==> config.mk <==
export PLATFORM = sky130hd
export DESIGN_NAME = fnd_scan_controller
export DESIGN_NICKNAME = d
export VERILOG_FILES = /design/src/rtl/fnd_scan_controller.sv
export SDC_FILE = /design/constraint.sdc
export NUM_CORES = 1
export LEC_CHECK = 0
export ABC_AREA = 1
export CAP_MARGIN = 25
export CORE_MARGIN = 4
export CORE_UTILIZATION = 45
export DETAILED_ROUTE_END_ITERATION = 7
export PLACE_DENSITY = 0.69
export SLEW_MARGIN = 20
export SYNTH_ARGS = -nofsm -noshare
export SYNTH_HDL_FRONTEND = slang
export SYNTH_SLANG_ARGS = --single-unit
==> constraint.sdc <==
create_clock -name clk -period 4.4 [get_ports clk]
set_input_delay 1.32 -clock clk [delete_from_list [all_inputs] [get_ports clk]]
set_output_delay 1.32 -clock clk [all_outputs]
set_load 0.02 [all_outputs]
==> src/rtl/fnd_scan_controller.sv <==
// Display back end of the stopwatch: time-multiplexes a 4-digit common-anode FND,
// showing sec.msec or hour:min, with a 1 Hz blinking centre decimal point.
module fnd_scan_controller #(
    parameter int SCAN_DIV     = 100000,
    parameter int BLINK_THRESH = 50
) (
    input  logic       clk,
    input  logic       rst,
    input  logic       sw0,
    input  logic [6:0] msec,
    input  logic [5:0] sec,
    input  logic [5:0] min,
    input  logic [4:0] hour,
    output logic [3:0] fnd_com,
    output logic [7:0] fnd_data
);

    localparam int                 CNT_W     = (SCAN_DIV > 2) ? $clog2(SCAN_DIV) : 1;
    localparam logic [CNT_W-1:0]   CNT_LAST  = CNT_W'(SCAN_DIV - 1);
    localparam logic [6:0]         BLINK_LIM = 7'(BLINK_THRESH);

    function automatic logic [6:0] sat99(input logic [6:0] v);
        logic [6:0] r;
        if (v > 7'd99) begin
            r = 7'd99;
        end else begin
            r = v;
        end
        return r;
    endfunction

    function automatic logic [3:0] ones_of(input logic [6:0] v);
        logic [6:0] r;
        r = v % 7'd10;
        return r[3:0];
    endfunction

    function automatic logic [3:0] tens_of(input logic [6:0] v);
        logic [6:0] q;
        q = v / 7'd10;
        return q[3:0];
    endfunction

    // Active-low segment pattern for a decimal digit, dp off.
    function automatic logic [7:0] seg7(input logic [3:0] d);
        logic [7:0] s;
        case (d)
            4'd0:    s = 8'hC0;
            4'd1:    s = 8'hF9;
            4'd2:    s = 8'hA4;
            4'd3:    s = 8'hB0;
            4'd4:    s = 8'h99;
            4'd5:    s = 8'h92;
            4'd6:    s = 8'h82;
            4'd7:    s = 8'hF8;
            4'd8:    s = 8'h80;
            4'd9:    s = 8'h90;
            default: s = 8'hFF;
        endcase
        return s;
    endfunction

    logic             sync1_r;
    logic             sync2_r;
    logic [CNT_W-1:0] scan_cnt_r;
    logic             tick_s;
    logic [1:0]       digit_sel_r;
    logic [6:0]       pair_lo_s;
    logic [6:0]       pair_hi_s;
    logic [3:0]       digit_s;
    logic [3:0]       com_s;
    logic [7:0]       seg_s;
    logic             dp_on_s;
    logic [7:0]       data_s;
    logic [3:0]       com_r;
    logic [7:0]       data_r;

    // Two-flop synchroniser for the asynchronous mode switch.
    always_ff @(posedge clk or posedge rst) begin
        if (rst) begin
            sync1_r <= 1'b0;
            sync2_r <= 1'b0;
        end else begin
            sync1_r <= sw0;
            sync2_r <= sync1_r;
        end
    end

    assign tick_s = (scan_cnt_r == CNT_LAST);

    // Slot timer: one tick per SCAN_DIV clocks, issued on the wrap.
    always_ff @(posedge clk or posedge rst) begin
        if (rst) begin
            scan_cnt_r <= '0;
        end else if (tick_s) begin
            scan_cnt_r <= '0;
        end else begin
            scan_cnt_r <= scan_cnt_r + 1'b1;
        end
    end

    // Digit select advances once per slot; mode changes never touch it.
    always_ff @(posedge clk or posedge rst) begin
        if (rst) begin
            digit_sel_r <= 2'd0;
        end else if (tick_s) begin
            digit_sel_r <= digit_sel_r + 2'd1;
        end else begin
            digit_sel_r <= digit_sel_r;
        end
    end

    // Select the displayed pair, saturate to 99 and pick the current digit.
    always_comb begin
        pair_lo_s = 7'd0;
        pair_hi_s = 7'd0;
        digit_s   = 4'd0;
        com_s     = 4'b1111;
        if (sync2_r) begin
            pair_lo_s = sat99({1'b0, min});
            pair_hi_s = sat99({2'b00, hour});
        end else begin
            pair_lo_s = sat99(msec);
            pair_hi_s = sat99({1'b0, sec});
        end
        case (digit_sel_r)
            2'd0: begin
                digit_s = ones_of(pair_lo_s);
                com_s   = 4'b1110;
            end
            2'd1: begin
                digit_s = tens_of(pair_lo_s);
                com_s   = 4'b1101;
            end
            2'd2: begin
                digit_s = ones_of(pair_hi_s);
                com_s   = 4'b1011;
            end
            2'd3: begin
                digit_s = tens_of(pair_hi_s);
                com_s   = 4'b0111;
            end
            default: begin
                digit_s = 4'd0;
                com_s   = 4'b1111;
            end
        endcase
    end

    // The centre dp blinks from the raw hundredths count in both modes.
    always_comb begin
        seg_s   = seg7(digit_s);
        dp_on_s = (digit_sel_r == 2'd2) && (msec < BLINK_LIM);
        data_s  = {~dp_on_s, seg_s[6:0]};
    end

    // Registered outputs, blanked while in reset.
    always_ff @(posedge clk or posedge rst) begin
        if (rst) begin
            com_r  <= 4'b1111;
            data_r <= 8'hFF;
        end else begin
            com_r  <= com_s;
            data_r <= data_s;
        end
    end

    assign fnd_com  = com_r;
    assign fnd_data = data_r;

endmodule

==> results of run 1 <==
-- final timing paths --
kind                                            startpoint                      end  slack, ns  depth (start not counted)
worst max-delay path                               msec[4]    fnd_data[3]$_DFF_PP1_       0.33                         25
worst min-delay path                     sync1_r$_DFF_PP0_        sync2_r$_DFF_PP0_       0.35                          0
max in group asynchronous                              rst    fnd_data[6]$_DFF_PP1_       2.14                          3
min in group asynchronous                              rst  scan_cnt_r[0]$_DFF_PP0_       1.53                          2
worst max register to register  digit_sel_r[0]$_DFFE_PP0N_    fnd_data[3]$_DFF_PP1_       0.79                         28
worst min register to register           sync1_r$_DFF_PP0_        sync2_r$_DFF_PP0_       0.35                          0
-- synthesized netlist by cell type --
master,number
mux2_2,1
nor3_2,1
a21boi_4,1
dfrtp_1,21
nor3_1,5
buf_2,2
nand3_4,1
buf_6,1
o21ai_1,4
xor2_1,3
inv_2,5
nand4_1,8
nor2_2,1
a31oi_1,1
mux2i_1,2
a21oi_2,1
dfstp_2,12
inv_1,59
ha_1,16
nor4_1,5
nand3b_1,3
nand2_4,3
o21a_1,2
o221a_2,1
or2_2,1
nand3_2,2
o311ai_0,2
o21a_2,1
nand3_1,35
a21oi_1,5
o21ai_0,15
o211ai_2,1
o21ai_2,3
nand2_2,11
nor2_1,27
nand2_1,87
o211ai_1,3
-- flip-flops by register name, indices dropped and copies added (netlist names) --
register	cells
sync2_r	1
fnd_com	4
scan_cnt_r	17
digit_sel_r	2
fnd_data	8
sync1_r	1
-- layout make-up --
| cell class | instances | area share, % |
|---|---|---|
| multi-input combinational | 252 | 45.7 |
| sequential | 33 | 26.9 |
| timing repair buffer | 46 | 14.2 |
| inverter | 64 | 7.67 |
| tap | 70 | 2.80 |
| clock buffer | 5 | 2.20 |
| clock inverter | 3 | 0.560 |
-- critical path: stages --
cell and delay, ns:
clkdlybuf4s50_1 0.51, nand3_2 0.09, nand2_1 0.15, nand2_2 0.08
nand2_2 0.10, nand2_2 0.06, nand2_2 0.07, nand2_2 0.07
a21boi_4 0.17, nand2_2 0.08, nand2_2 0.07, nand2_1 0.07
nand2_1 0.08, inv_1 0.05, ha_1 0.18, inv_1 0.07
nand3_1 0.10, nand4_1 0.10, nand3_1 0.08, nand2_1 0.09
inv_1 0.06, ha_1 0.30, nand3b_1 0.18, nand3_1 0.10
nand2_1 0.06
-- metrics by stage --
stage | setup WS, ns | util (%) | area, µm² | instances | hold slack [ns]
after detailed placement | -0.186 | 57.5 | 3030 | 465 | 0.335
after global placement | -0.0488 | 57.5 | 3030 | 465 | 0.333
final | 0.329 | 59.4 | 3130 | 473 | 0.349
after global routing | 0.00846 | 59.4 | 3130 | 473 | 0.355
after CTS | 0.0934 | 59.1 | 3120 | 473 | 0.349
after floorplan | 0.559 | - | 2520 | 352 | 0.331
-- power groups by stage --
stage | sequential (W) | clock, W | combinational [W]
2_1_floorplan | 0.000415 | 0 | 0.000201
3_3_place_gp | 0.000372 | 0 | 0.000373
3_5_place_dp | 0.000373 | 0 | 0.000380
4_1_cts | 0.000367 | 0.000224 | 0.000381
5_1_grt | 0.000371 | 0.000241 | 0.000423
6_report | 0.000366 | 0.000220 | 0.000379
-- logic make-up (layout without fill, tap and decap cells) --
logic type	count (synthesis)	count (layout)	synth area share, %
xor+xnor	3	3	1.04
flops	33	33	33.3
buf+inv	67	118	10.4
compound gates	40	40	10.6
mux	3	3	1.24
fa+ha+maj	16	16	7.94
simple gates	190	190	35.5
-- per-layer routing --
| layer | vias up | GRT usage [%] |
|---|---|---|
| met1 | 973 | 20.4 |
| met5 | - | 0 |
| li1 | 1230 | - |
| met3 | 8 | 3.07 |
| met4 | 0 | 5.05 |
| met2 | 46 | 25.7 |
==> impl_metrics.toml, run 1 <==
[run_status]
status = "finished, final reports clean"

[clock_network]
cts_inserted_buffers = 5
cts_tree = "yes"
hold_buffers = 0
cts_max_path_buffers = 2
htreeDepth = 2
postCtsSetupRepairBufs = 0
clk_latency_ns = 0.28
cts_root_buffer = "clkbuf_8"
clock_sinks = 33
cts.repair.resized = 0
clkTransAtPathRegs_ns = 0.07

[floorplan]
start_util_pct = 47.9
die_height_um = 82.9
core_um2 = 5270
die_w_um = 82.9
rows = 26
boundaryPins = 39
dieArea_um2 = 6870

[final_layout]
layout_common_cells = "86 x nand2_1, 59 x inv_1, 36 x clkdlybuf4s50_1, 35 x nand3_1, 27 x nor2_1"
layout_commonest_cell = "nand2_1"
multi_input_area_um2 = 1430
num_antenna_cells = 0
fillers = 508
syn2layout_area_growth_pct = 24.1
drive_above_1_share_pct = 15.9
seq_area_um2 = 841
layout.nets = 445

[placed_design]
gp_congestion = 0.882
hpwl_um = 4360
io_buffers = 38

[sta]
worst-slew-pin-transition_ns = 0.883
grt_setup_unrepaired = "no"
fmax_mhz = 246
finalCritPeriodShare_pct = 92.5
fin_crit_ns = 4.07
report.final.slew_viol_count = 0
relSlewSlack_pct = 41.1
final-hold-violation-count = 0
setup_tns_ns = 0
setup_viol = 0
skew_ns = 0.00666

[routing]
wl_per_cell_um = 11.2
drt_first_iter_violations = 97
drcViolationCount = 0
wl_met1_um = 2630
ant_nets = 0
vias_per_cell = 4.77
dr_wl_met3_um = 222
num_vias = 2257
top_layer = "met4"
met2_length_um = 2380
first_pass_iters = 4
drt_wl_total_um = 5300

[setup_path]
crit_fanout = 3
worstSetupPathType = "in2reg"
start_kind = "input pin"
crit_path_end_kind = "flip-flop"
crit_arrival_ns = 4.29
worstPathRequired_ns = 4.62

[global_route]
grt_pass1_wl_um = 9040
track_usage_pct = 15.5
antenna_found_initial = 0
grt_start_max_net_pins = 25
overflow = 0
grt_pass1_vias = 2116

[synthesis]
synth_nets = 395
ys_warn_count = 0
synth.cell_area_um2 = 2520
ys_seq_area_share_pct = 33.3
synth_cell_types = 37
synthCells = 352
synth_area_leaders = "dfrtp_1 21%, nand2_1 13%, dfstp_2 13%"
synth_top_area_share_pct = 20.8
synth.avg_cell_area_um2 = 7.17
ys_seq_elements = 33
synth_top_area_cell = "dfrtp_1"

[power]
power_switching_w = 0.000334
pwr-share-seq_pct = 37.9
p_per_area_nw_per_um2 = 308
clock_power_share_pct = 22.8
p_leak_nw = 1.59
sw_frac_of_total_pct = 34.6
vdd_drop_max_mv = 0.210
fin_total_pwr_w = 0.000965
intPower_w = 0.000631
p_comb_share_pct = 39.2

[flow_run]
maxCapViolCount = 0

[hold_path]
hold_class = "reg2reg"
Power figures use the tool's default switching activity.
==> run 2: changes to the inputs <==
--- a/config.mk
+++ b/config.mk
@@ -8,10 +8,11 @@
 export ABC_AREA = 1
 export CAP_MARGIN = 25
 export CORE_MARGIN = 4
-export CORE_UTILIZATION = 45
+export CORE_UTILIZATION = 54
 export DETAILED_ROUTE_END_ITERATION = 7
-export PLACE_DENSITY = 0.69
+export PLACE_DENSITY = 0.8
 export SLEW_MARGIN = 20
 export SYNTH_ARGS = -nofsm -noshare
 export SYNTH_HDL_FRONTEND = slang
 export SYNTH_SLANG_ARGS = --single-unit
+export TNS_END_PERCENT = 50
==> run 2 against run 1 <==
Design area up 1.1%. Final cell count down 3.6%. Sequential share of layout area down 0.30 points. Critical path depth up 2. Worst setup slack worse by 0.0072 ns. Flip-flop and latch count unchanged. Core utilization up 12 points.
==> impl_metrics.toml, run 2 (synthesized netlist as in run 1, its figures left out) <==
[run_status]
status = "finished, final reports clean"

[final_layout]
largest_reg_flops = 17
layout.nets = 446
drive_above_1_share_pct = 15.8
syn2layout_area_growth_pct = 25.5
layout_commonest_cell = "nand2_1"
num_antenna_cells = 0
layout_common_cells = "86 x nand2_1, 59 x inv_1, 36 x clkdlybuf4s50_1, 35 x nand3_1, 27 x nor2_1"
largest-register = "scan_cnt_r"
fin_util_pct = 71.2

[placed_design]
hpwl_um = 4190
io_buffers = 38
gp_congestion = 0.881
preCtsSetupSlack_ns = -0.157

[sta]
fin_crit_ns = 4.08
fin_ws_ns = 0.322
relSlewSlack_pct = 64.0
final-hold-violation-count = 0
hold_ws_ns = 0.350
fmax_mhz = 245
worst-slew-pin-transition_ns = 0.540
setup_viol = 0
skew_ns = 0.00846
finalCritPeriodShare_pct = 92.7
grt_setup_unrepaired = "no"
report.final.slew_viol_count = 0

[clock_network]
cts_max_path_buffers = 2
htreeDepth = 2
clk_latency_ns = 0.28
clkTransAtPathRegs_ns = 0.06
clock_sinks = 33
cts_root_buffer = "clkbuf_8"
cts_inserted_buffers = 5
cts_tree = "yes"

[power]
vdd_drop_max_mv = 0.307
fin_total_pwr_w = 0.00104
p_per_area_nw_per_um2 = 328
p_leak_nw = 1.61

[routing]
first_pass_iters = 4
drt_wl_total_um = 5310
vias_per_cell = 5.17
drt_first_iter_violations = 131
ant_nets = 0
num_vias = 2357
wl_per_cell_um = 11.6
drcViolationCount = 0

[floorplan]
boundaryPins = 39
rows = 24
die_w_um = 76.3
start_util_pct = 56.8
dieArea_um2 = 5830
core_um2 = 4440
die_height_um = 76.3

[setup_path]
crit_path_end_kind = "flip-flop"
critical-path-top-delay-family = "simple AND/OR/NAND/NOR gates"
crit_start = "msec[4]"
cp_num_buf_inv = 4
r2r-start = "digit_sel_r[0]$_DFFE_PP0N_"
start_kind = "input pin"
crit_arrival_ns = 4.29
worstSetupPathType = "in2reg"
crit_fanout = 3
slowest_stage = "clkdlybuf4s50_1"
cpPeakStageDelay_ns = 0.51
worstPathRequired_ns = 4.61

[global_route]
grt_pass1_vias = 2209
grt_pass1_wl_um = 9230
grt_start_max_net_pins = 26
overflow = 0
track_usage_pct = 18.9
antenna_found_initial = 0

[flow_run]
maxCapViolCount = 0

[hold_path]
hold_start = "sync1_r$_DFF_PP0_"
hold_class = "reg2reg"
## run 2: report_power, final
| group | internal [W] | leakage, nW | total, W | switching, W |
|---|---|---|---|---|
| Sequential | 0.000356 | 0.400 | 0.000366 | 0.00000967 |
| Clock | 0.000185 | 0.0585 | 0.000290 | 0.000105 |
| Combinational | 0.000167 | 1.15 | 0.000382 | 0.000215 |
## run 2: per-stage QoR
| step | TNS (ns) | instance area, µm² | std cells |
|---|---|---|---|
| finish | 0 | 3170 | 456 |
| global route | 0 | 3170 | 456 |
| floorplan | 0 | 2520 | 352 |
| global placement | -0.0451 | 3010 | 447 |
| detailed placement | -0.607 | 3010 | 447 |
| CTS | 0 | 3120 | 455 |
## run 2: layout make-up
type | count | area, µm²
multi-input cells | 252 | 1430
fillers | 343 | 1280
flip-flops and latches | 33 | 841
repair buffers | 47 | 473
inverters | 64 | 240
clock buffers | 7 | 86.3
well taps | 52 | 65.1
clock inverters | 1 | 30.0
## run 2: timing repair
item / 4_1_cts / 5_1_grt
endpoints found under the setup margin: 0 / 6
hold buffers: 0 / 0
resized for setup: 0 / 4
setup buffers: 0 / 0
## run 2: final timing paths
path / cells past startpoint / slack, ns / to
setup reg to reg: 30 / 0.82 / fnd_data[3]$_DFF_PP1_
hold reg to reg: 0 / 0.35 / sync2_r$_DFF_PP0_
hold / removal: 0 / 0.35 / sync2_r$_DFF_PP0_
min in group asynchronous: 2 / 1.33 / scan_cnt_r[2]$_DFF_PP0_
setup / recovery: 27 / 0.32 / fnd_data[3]$_DFF_PP1_
max in group asynchronous: 3 / 2.52 / fnd_data[0]$_DFF_PP1_
## run 2: per-layer routing
layer | vias to the layer above | wire, µm | track usage [%]
li1 | 1231 | - | -
met5 | - | 0 | 0
met4 | 0 | 76 | 5.80
met1 | 1068 | 2450 | 23.8
met2 | 49 | 2590 | 32.3
met3 | 9 | 197 | 4.02
==> run 3: changes to the inputs <==
--- a/config.mk
+++ b/config.mk
@@ -9,6 +9,7 @@
 export CAP_MARGIN = 25
 export CORE_MARGIN = 4
 export CORE_UTILIZATION = 54
+export CTS_BUF_LIST = sky130_fd_sc_hd__clkbuf_16
 export DETAILED_ROUTE_END_ITERATION = 7
 export PLACE_DENSITY = 0.8
 export SLEW_MARGIN = 20
==> run 3 against run 2 <==
Via count rose by 0.51%. Largest power group is now the clock network. Flip-flop and latch count is the same. Combinational power about the same. First-iteration DRC count grew 8.4%. Worst setup slack better by 0.052 ns. Clock power up 32%. Clock skew decreased by 0.0039 ns. Clock-buffer cell count decreased by 2. Sequential share of layout area fell by 0.30 points. Hold slack got worse by 0.0023 ns. Final cell count did not move.
==> impl_metrics.toml, run 3 (synthesized netlist as in run 1, its figures left out) <==
[setup_path]
crit_fanout = 3
worstSetupPathType = "in2reg"
crit_path_end_kind = "flip-flop"
crit_arrival_ns = 4.24
worstPathRequired_ns = 4.61
start_kind = "input pin"

[floorplan]
boundaryPins = 39
core_um2 = 4440
die_w_um = 76.3
rows = 24
die_height_um = 76.3
start_util_pct = 56.8
dieArea_um2 = 5830

[sta]
grt_setup_unrepaired = "no"
hold_ws_ns = 0.348
relSlewSlack_pct = 64.2
fmax_mhz = 248
final-hold-violation-count = 0
fin_crit_ns = 4.03
skew_ns = 0.00457
finalCritPeriodShare_pct = 91.5
setup_viol = 0
worst-slew-pin-transition_ns = 0.537
setup_tns_ns = 0
report.final.slew_viol_count = 0

[power]
sw_frac_of_total_pct = 30.5
power_switching_w = 0.000345
intPower_w = 0.000785
p_per_area_nw_per_um2 = 353
pwr-share-seq_pct = 32.4
p_comb_share_pct = 33.6
vdd_drop_max_mv = 0.322
fin_total_pwr_w = 0.00113
p_leak_nw = 1.63
clock_power_share_pct = 34.0

[clock_network]
cts_max_path_buffers = 2
cts_inserted_buffers = 5
clkTransAtPathRegs_ns = 0.05
htreeDepth = 2
cts_tree = "yes"
cts_root_buffer = "clkbuf_16"
clock_sinks = 33
postCtsSetupRepairBufs = 0
clk_latency_ns = 0.28

[global_route]
track_usage_pct = 19.5
grt_pass1_wl_um = 9520
antenna_found_initial = 0
overflow = 0
grt_start_max_net_pins = 26
grt_pass1_vias = 2241

[routing]
drcViolationCount = 0
ant_nets = 0
vias_per_cell = 5.20
num_vias = 2369
wl_per_cell_um = 12.1
drt_wl_total_um = 5500
first_pass_iters = 4
drt_first_iter_violations = 142

[final_layout]
layout.nets = 446
largest_reg_flops = 17
syn2layout_area_growth_pct = 26.9
largest-register = "scan_cnt_r"
layout_common_cells = "85 x nand2_1, 60 x inv_1, 36 x clkdlybuf4s50_1, 35 x nand3_1, 27 x nor2_1"
layout_commonest_cell = "nand2_1"
fin_util_pct = 72.0
drive_above_1_share_pct = 15.8
num_antenna_cells = 0
stdcell_count = 456

[hold_path]
hold_class = "reg2reg"

[run_status]
status = "finished, final reports clean"

[placed_design]
gp_congestion = 0.881
placed_cells = 447
io_buffers = 38
hpwl_um = 4190

[flow_run]
maxCapViolCount = 0
-- run 3: final timing paths --
path                                                  from                       end  slack, ns  depth (start not counted)
max in group asynchronous                              rst     fnd_data[5]$_DFF_PP1_       2.47                          3
worst min register to register           sync1_r$_DFF_PP0_         sync2_r$_DFF_PP0_       0.35                          0
worst min-delay path                     sync1_r$_DFF_PP0_         sync2_r$_DFF_PP0_       0.35                          0
min in group asynchronous                              rst  scan_cnt_r[16]$_DFF_PP0_       1.36                          2
worst max register to register  digit_sel_r[0]$_DFFE_PP0N_     fnd_data[3]$_DFF_PP1_       0.84                         28
worst max-delay path                               msec[4]     fnd_data[3]$_DFF_PP1_       0.37                         27
-- run 3: per-stage QoR --
| step | area [µm²] | setup WS, ns |
|---|---|---|
| after floorplan | 2520 | 0.559 |
| after global placement | 3010 | -0.0237 |
| after detailed placement | 3010 | -0.157 |
| after CTS | 3170 | 0.121 |
| after global routing | 3200 | 0.0257 |
| final | 3200 | 0.373 |
-- run 3: layout make-up --
cell class              count  area [µm²]
fillers                   341        1240
clock inverters             3        37.5
inverters                  64         240
clock buffers               5         125
well taps                  52        65.1
multi-input cells         252        1430
flip-flops and latches     33         841
repair buffers             47         460
-- run 3: timing repair --
| action | CTS | global route |
|---|---|---|
| resized for setup | 0 | 5 |
| endpoints found under the setup margin | 0 | 6 |
| hold buffers | 0 | 0 |
-- run 3: metal layers --
metal	part of all wire, %	track usage, %
met1	45	24.7
met2	49	33.5
met3	4.8	3.43
met4	1.3	6.70
met5	0	0
-- run 3: power groups by stage --
stage	logic, W	clock network, W	registers (W)
global route	0.000422	0.000405	0.000371
global placement	0.000370	0	0.000372
finish	0.000379	0.000384	0.000367
detailed placement	0.000376	0	0.000372
floorplan	0.000201	0	0.000415
CTS	0.000378	0.000388	0.000368
-- run 3: critical path: stages --
cell	delay (ns)
clkdlybuf4s50_1	0.51
nand3_2	0.11
nand3_1	0.09
nand2_2	0.08
nand2_2	0.08
nand2_2	0.07
nand2_2	0.07
nand2_2	0.05
nand3_1	0.14
nand3_2	0.11
nand2_2	0.08
nand2_2	0.05
nand2_1	0.07
nand2_1	0.07
inv_1	0.06
ha_1	0.16
inv_1	0.06
nand3_1	0.10
nand3_1	0.10
nand2_1	0.07
nand3_1	0.06
nand2_1	0.09
inv_1	0.06
ha_1	0.28
nand3b_1	0.17
nand3_1	0.10
nand2_1	0.05
